$ cat src/rtl/chacha20_pkg.sv
// Shared ChaCha20 definitions: sigma constants, state-word layout, controller
// FSM encoding and the initial-state packing function.
package chacha20_pkg;

    localparam logic [31:0] SIGMA0 = 32'h61707865;
    localparam logic [31:0] SIGMA1 = 32'h3320646e;
    localparam logic [31:0] SIGMA2 = 32'h79622d32;
    localparam logic [31:0] SIGMA3 = 32'h6b206574;

    localparam int IDX_SIGMA0 = 0;
    localparam int IDX_KEY0   = 4;
    localparam int IDX_CTR    = 12;
    localparam int IDX_NONCE0 = 13;

    typedef enum logic [2:0] {
        ST_IDLE   = 3'd0,
        ST_LOAD   = 3'd1,
        ST_RUN    = 3'd2,
        ST_ADD    = 3'd3,
        ST_OUTPUT = 3'd4
    } ctrl_state_e;

    function automatic logic [511:0] pack_state(input logic [255:0] key,
                                                input logic [31:0]  counter,
                                                input logic [95:0]  nonce);
        logic [511:0] s;
        s = '0;
        s[32*IDX_SIGMA0      +: 32]  = SIGMA0;
        s[32*(IDX_SIGMA0+1)  +: 32]  = SIGMA1;
        s[32*(IDX_SIGMA0+2)  +: 32]  = SIGMA2;
        s[32*(IDX_SIGMA0+3)  +: 32]  = SIGMA3;
        s[32*IDX_KEY0        +: 256] = key;
        s[32*IDX_CTR         +: 32]  = counter;
        s[32*IDX_NONCE0      +: 96]  = nonce;
        return s;
    endfunction

endpackage

$ cat src/rtl/chacha20_block_controller_state_add.sv
// Final ChaCha20 feed-forward: sixteen independent 32-bit lane additions,
// no carry crossing a word boundary.
module chacha20_state_add
    import chacha20_pkg::*;
(
    input  logic [511:0] round_i,
    input  logic [511:0] init_i,
    output logic [511:0] sum_o
);

    for (genvar i = 0; i < 16; i++) begin : g_lane
        assign sum_o[32*i +: 32] = round_i[32*i +: 32] + init_i[32*i +: 32];
    end

endmodule

$ cat src/rtl/chacha20_block_controller.sv
// Sequences the serial ChaCha20 round datapath: load initial state, wait out
// the round latency, add the state back and present keystream blocks.
module chacha20_block_controller
    import chacha20_pkg::*;
#(
    parameter int ROUND_CYCLES = 80
) (
    input  logic         clock,
    input  logic         reset,
    input  logic         clear,
    input  logic         start,
    input  logic [255:0] key,
    input  logic [95:0]  nonce,
    input  logic [31:0]  initial_counter,
    input  logic [15:0]  num_blocks,
    input  logic         out_ready,
    input  logic [511:0] enc_round_output,
    output logic [511:0] enc_round_input,
    output logic         enc_set_state,
    output logic [511:0] keystream,
    output logic         keystream_valid,
    output logic         busy,
    output logic [31:0]  block_counter,
    output logic         counter_overflow
);

    localparam int RCW = $clog2(ROUND_CYCLES + 1);
    localparam logic [RCW-1:0] RC_LAST = RCW'(ROUND_CYCLES - 1);

    ctrl_state_e    state_q, state_d;
    logic [255:0]   key_q, key_d;
    logic [95:0]    nonce_q, nonce_d;
    logic [31:0]    counter_q, counter_d;
    logic [15:0]    remaining_q, remaining_d;
    logic [RCW-1:0] round_cnt_q, round_cnt_d;
    logic [511:0]   keystream_q, keystream_d;
    logic           overflow_q, overflow_d;

    logic [511:0]   init_state;
    logic [511:0]   block_sum;

    assign init_state = pack_state(key_q, counter_q, nonce_q);

    chacha20_state_add u_state_add (
        .round_i (enc_round_output),
        .init_i  (init_state),
        .sum_o   (block_sum)
    );

    always_comb begin
        state_d     = state_q;
        key_d       = key_q;
        nonce_d     = nonce_q;
        counter_d   = counter_q;
        remaining_d = remaining_q;
        round_cnt_d = round_cnt_q;
        keystream_d = keystream_q;
        overflow_d  = overflow_q;

        case (state_q)
            ST_IDLE: begin
                if (start) begin
                    key_d       = key;
                    nonce_d     = nonce;
                    counter_d   = initial_counter;
                    // remaining counts blocks still owed after the current one
                    remaining_d = (num_blocks == 16'd0) ? 16'd0 : num_blocks - 16'd1;
                    overflow_d  = 1'b0;
                    state_d     = ST_LOAD;
                end
            end
            ST_LOAD: begin
                round_cnt_d = RC_LAST;
                state_d     = ST_RUN;
            end
            ST_RUN: begin
                if (round_cnt_q == '0) begin
                    state_d = ST_ADD;
                end else begin
                    round_cnt_d = round_cnt_q - 1'b1;
                end
            end
            ST_ADD: begin
                keystream_d = block_sum;
                state_d     = ST_OUTPUT;
            end
            ST_OUTPUT: begin
                if (out_ready) begin
                    if (remaining_q == 16'd0) begin
                        state_d = ST_IDLE;
                    end else if (counter_q == 32'hFFFF_FFFF) begin
                        overflow_d = 1'b1;
                        state_d    = ST_IDLE;
                    end else begin
                        counter_d   = counter_q + 32'd1;
                        remaining_d = remaining_q - 16'd1;
                        state_d     = ST_LOAD;
                    end
                end
            end
            default: state_d = ST_IDLE;
        endcase
    end

    always_ff @(posedge clock or posedge reset) begin
        if (reset) begin
            state_q     <= ST_IDLE;
            key_q       <= '0;
            nonce_q     <= '0;
            counter_q   <= '0;
            remaining_q <= '0;
            round_cnt_q <= '0;
            keystream_q <= '0;
            overflow_q  <= 1'b0;
        end else if (clear) begin
            state_q     <= ST_IDLE;
            key_q       <= '0;
            nonce_q     <= '0;
            counter_q   <= '0;
            remaining_q <= '0;
            round_cnt_q <= '0;
            keystream_q <= '0;
            overflow_q  <= 1'b0;
        end else begin
            state_q     <= state_d;
            key_q       <= key_d;
            nonce_q     <= nonce_d;
            counter_q   <= counter_d;
            remaining_q <= remaining_d;
            round_cnt_q <= round_cnt_d;
            keystream_q <= keystream_d;
            overflow_q  <= overflow_d;
        end
    end

    assign enc_round_input  = init_state;
    assign enc_set_state    = (state_q == ST_LOAD);
    assign keystream        = keystream_q;
    assign keystream_valid  = (state_q == ST_OUTPUT);
    assign busy             = (state_q != ST_IDLE);
    assign block_counter    = counter_q;
    assign counter_overflow = overflow_q;

endmodule

$ cat config.mk
export PLATFORM = sky130hd
export DESIGN_NAME = chacha20_block_controller
export DESIGN_NICKNAME = d
export VERILOG_FILES = /design/src/rtl/chacha20_pkg.sv /design/src/rtl/chacha20_block_controller_state_add.sv /design/src/rtl/chacha20_block_controller.sv
export SDC_FILE = /design/constraint.sdc
export NUM_CORES = 2
export LEC_CHECK = 0
export ABC_AREA = 0
export CAP_MARGIN = 20
export CORE_AREA = 4 4 762 764
export CTS_CLUSTER_DIAMETER = 60
export CTS_CLUSTER_SIZE = 40
export DETAILED_ROUTE_END_ITERATION = 10
export DIE_AREA = 0 0 766 768
export PLACE_DENSITY_LB_ADDON = 0.1
export SETUP_SLACK_MARGIN = 0.1
export SYNTH_ARGS = -nofsm -noshare
export SYNTH_HDL_FRONTEND = slang
export SYNTH_SLANG_ARGS = --single-unit
$ cat constraint.sdc
create_clock -name clock -period 102.3 [get_ports clock]
set_input_delay 20.46 -clock clock [delete_from_list [all_inputs] [get_ports clock]]
set_output_delay 20.46 -clock clock [all_outputs]
set_load 0.01 [all_outputs]
==> metrics.csv <==
metric;value;unit
outcome;complete, no violations;
gr ovfl total;0;
worst reg2reg path depth;12;
met2 wire length;195;mm
count of pins over their slew limit;0;
P_int;0.00106;W
Synth area leader;dfrtp_1;
RSZ-0062 raised after global routing;no;
1st-iter DRT viols;3051;
leakage;37.5;nW
count of nets after finishing;8948;
Layout area overhead;64.1;%
top_reg_cell synth;dfrtp_1;
Post CTS Setup Buffer Count;0;
die width;766;um
PostCTS Resize Cnt;0;
vias in the first global route;56600;
power per cell area;17.9;nW/um2
Hold Fails Final Rpt;0;
area share of the largest cell type after synthesis;42.3;%
drt total wl;447;mm
CP Class;in -> reg;
combinational power share;24.5;%
Ports;1977;
hold buffers post-CTS;0;
Final Util;15.7;%
GRT Total Usage;14.6;%
crit path DAT;25.29;ns
syn_area_per_cell;9.46;um2
Hold Path Cell Cnt;2;
clock share of power;48.7;%
register share of total power;26.9;%
detailed-route wire length per cell;29.0;um
I/O Buffers;1848;
Placer Congestion;0.842;
Sw Ratio;33.8;%
Initial Util;9.54;%
CTS Buf Count;219;
clk sinks;923;
Critical Path RT;103.06;ns
via count;54600;
Post-Synthesis Cells;5777;
DRC viols;0;
Setup Skew;0.0694;ns
Slew @ Worst Pin;1.19;ns
Sw Pwr;0.000543;W
H-tree levels;4;
DP HPWL;374;mm
Clk pin slew, worst setup/hold paths;0.05;ns
Longest Clk Path Bufs;4;
highest metal used;met5;
root buf cell;clkbuf_16;
max frequency;40.8;MHz
R2R setup slack;97.26;ns
worst vdd ir;0.0155;mV
Async SR Flop Fraction;100;%
Worst R2R End;block_counter[24];
layout cell share with drive strength beyond 1;6.62;%
#FFs+latches synth;923;
min cycle time layout;24.53;ns
Initial DRT Pass Iterations;5;
Max Cap Viol;0;
register area share after synthesis;42.3;%
post-route ant nets;0;
Core Area;573000;um2
crit path max fanout;80;
row cnt;278;
EDFF count, synth;0;
metal1 wirelength;193;mm
worst-skew pair later-pin latency;0.92;ns
Cell Area, Synth;54600;um2
slew margin rel.;20.8;%
Tot Pwr;0.00161;W
largest net degree at the start of global routing;107;
Setup crit end;keystream[510];
die area;588000;um2
CTS tree;built;
Die H;768;um
first-pass GRT wire length;583;mm
Cell variety after synth;81;
antenna violations before repair;220;
Vias/cell;3.53;
critical path startpoint;clear;
Yosys Warn Count;0;
Met3 Wirelength;48.5;mm
final setup fails;0;
ranking of synthesized cells by area;dfrtp_1 42%, ha_1 8.8%, a22o_1 6.1%;
crit start category;primary input;
post-route clock period utilization;24.0;%
crit path capture type;flip-flop;
Fin Setup TNS;0;ns
worst r2r src;block_counter[0];
Hold Path Class;reg -> reg;
cell families after synthesis:
family          count (synthesis)  share of synthesized area (%)
compound gates               2061                           24.6
xor+xnor                      448                           7.18
fa+ha+maj                     395                           9.21
buf+inv                       544                           4.84
flops                         923                           42.3
mux                            16                          0.298
other cells                     2                         0.0137
simple gates                 1388                           11.6
state kept, by name, summed over array words and instances (netlist names):
register	flops
nonce_q	96
keystream	512
counter_overflow	1
block_counter	32
key_q	256
remaining_q	16
round_cnt_q	7
state_q	3
stage by stage:
stage / area [um2] / instances / hold slack, ns / setup WS (ns)
2_1_floorplan: 55100 / 5903 / 0.451 / 55.89
3_3_place_gp: 81600 / 15000 / 0.462 / 76.66
3_5_place_dp: 81600 / 15000 / 0.463 / 76.69
4_1_cts: 89600 / 15400 / 0.474 / 77.74
5_1_grt: 89600 / 15400 / 0.495 / 77.53
6_report: 89700 / 15400 / 0.468 / 77.77
cells in the mapped netlist, types with 51 or more instances:
cell / number
xnor2_1: 211
o21ai_0: 639
nor2b_1: 51
nand3_1: 79
nand2_1: 669
nor2_1: 235
a31oi_1: 55
a21oi_1: 369
dfrtp_1: 923
nor3_1: 69
inv_1: 133
o21ai_1: 62
xor2_1: 237
nand2b_1: 53
clkbuf_1: 234
ha_1: 383
buf_4: 160
a22o_1: 382
a21o_1: 212
power groups by stage:
stage                     Clock, W  Sequential, W  Combinational (W)
after floorplan                  0       0.000428           0.000183
after global placement           0       0.000439           0.000403
after detailed placement         0       0.000439           0.000400
after CTS                 0.000815       0.000433           0.000403
after global routing      0.000825       0.000435           0.000429
final                     0.000781       0.000431           0.000393
layout by cell type (no fill, tap or decap), drive strengths merged, types with 46 or more instances in the layout:
cell type / instances
ha: 383
nand2b: 53
nor3: 70
and3: 46
clkbuf: 249
clkinv: 63
clkdlybuf4s50: 1848
conb: 128
a22o: 382
dfrtp: 923
o21ai: 701
xnor2: 211
xor2: 237
inv: 161
a31oi: 55
buf: 75
nor2: 235
nand4: 46
a21oi: 369
o21a: 46
nand2: 669
nor2b: 51
nand3: 79
diode: 53
a21o: 212
cell type report:
| cell class | instances | area (um2) |
|---|---|---|
| Fill cell | 64400 | 483000 |
| Multi-Input combinational cell | 4436 | 29500 |
| Sequential cell | 923 | 23100 |
| Timing Repair Buffer | 1923 | 19100 |
| Tap cell | 7560 | 9460 |
| Clock buffer | 249 | 5850 |
| Clock inverter | 157 | 2070 |
| Inverter | 133 | 507 |
| Antenna cell | 53 | 133 |
metal layers:
metal	vias to the layer above	GRT usage, %
li1	24600	-
met1	27100	18.2
met2	2124	22.7
met3	603	6.91
met4	120	3.04
met5	-	0
how the worst min path moves through the flow:
| stage | from | endpoint |
|---|---|---|
| after floorplan | round_cnt_q[6] | round_cnt_q[6] |
| after global placement | keystream[455] | keystream[455] |
| after detailed placement | keystream[455] | keystream[455] |
| after CTS | keystream[455] | keystream[455] |
| after global routing | keystream[122] | keystream[122] |
| final | keystream[455] | keystream[455] |
critical path, stage by stage:
cell and delay, ns:
clkdlybuf4s50_1 0.46, buf_4 0.35, nor2_1 0.16, nand3_4 0.54, buf_4 0.62, buf_4 0.54
buf_4 0.61, buf_4 0.81, nor2_1 0.12, a21oi_1 0.17, o211ai_1 0.11
Note: power is estimated with default switching activity, not from simulation.
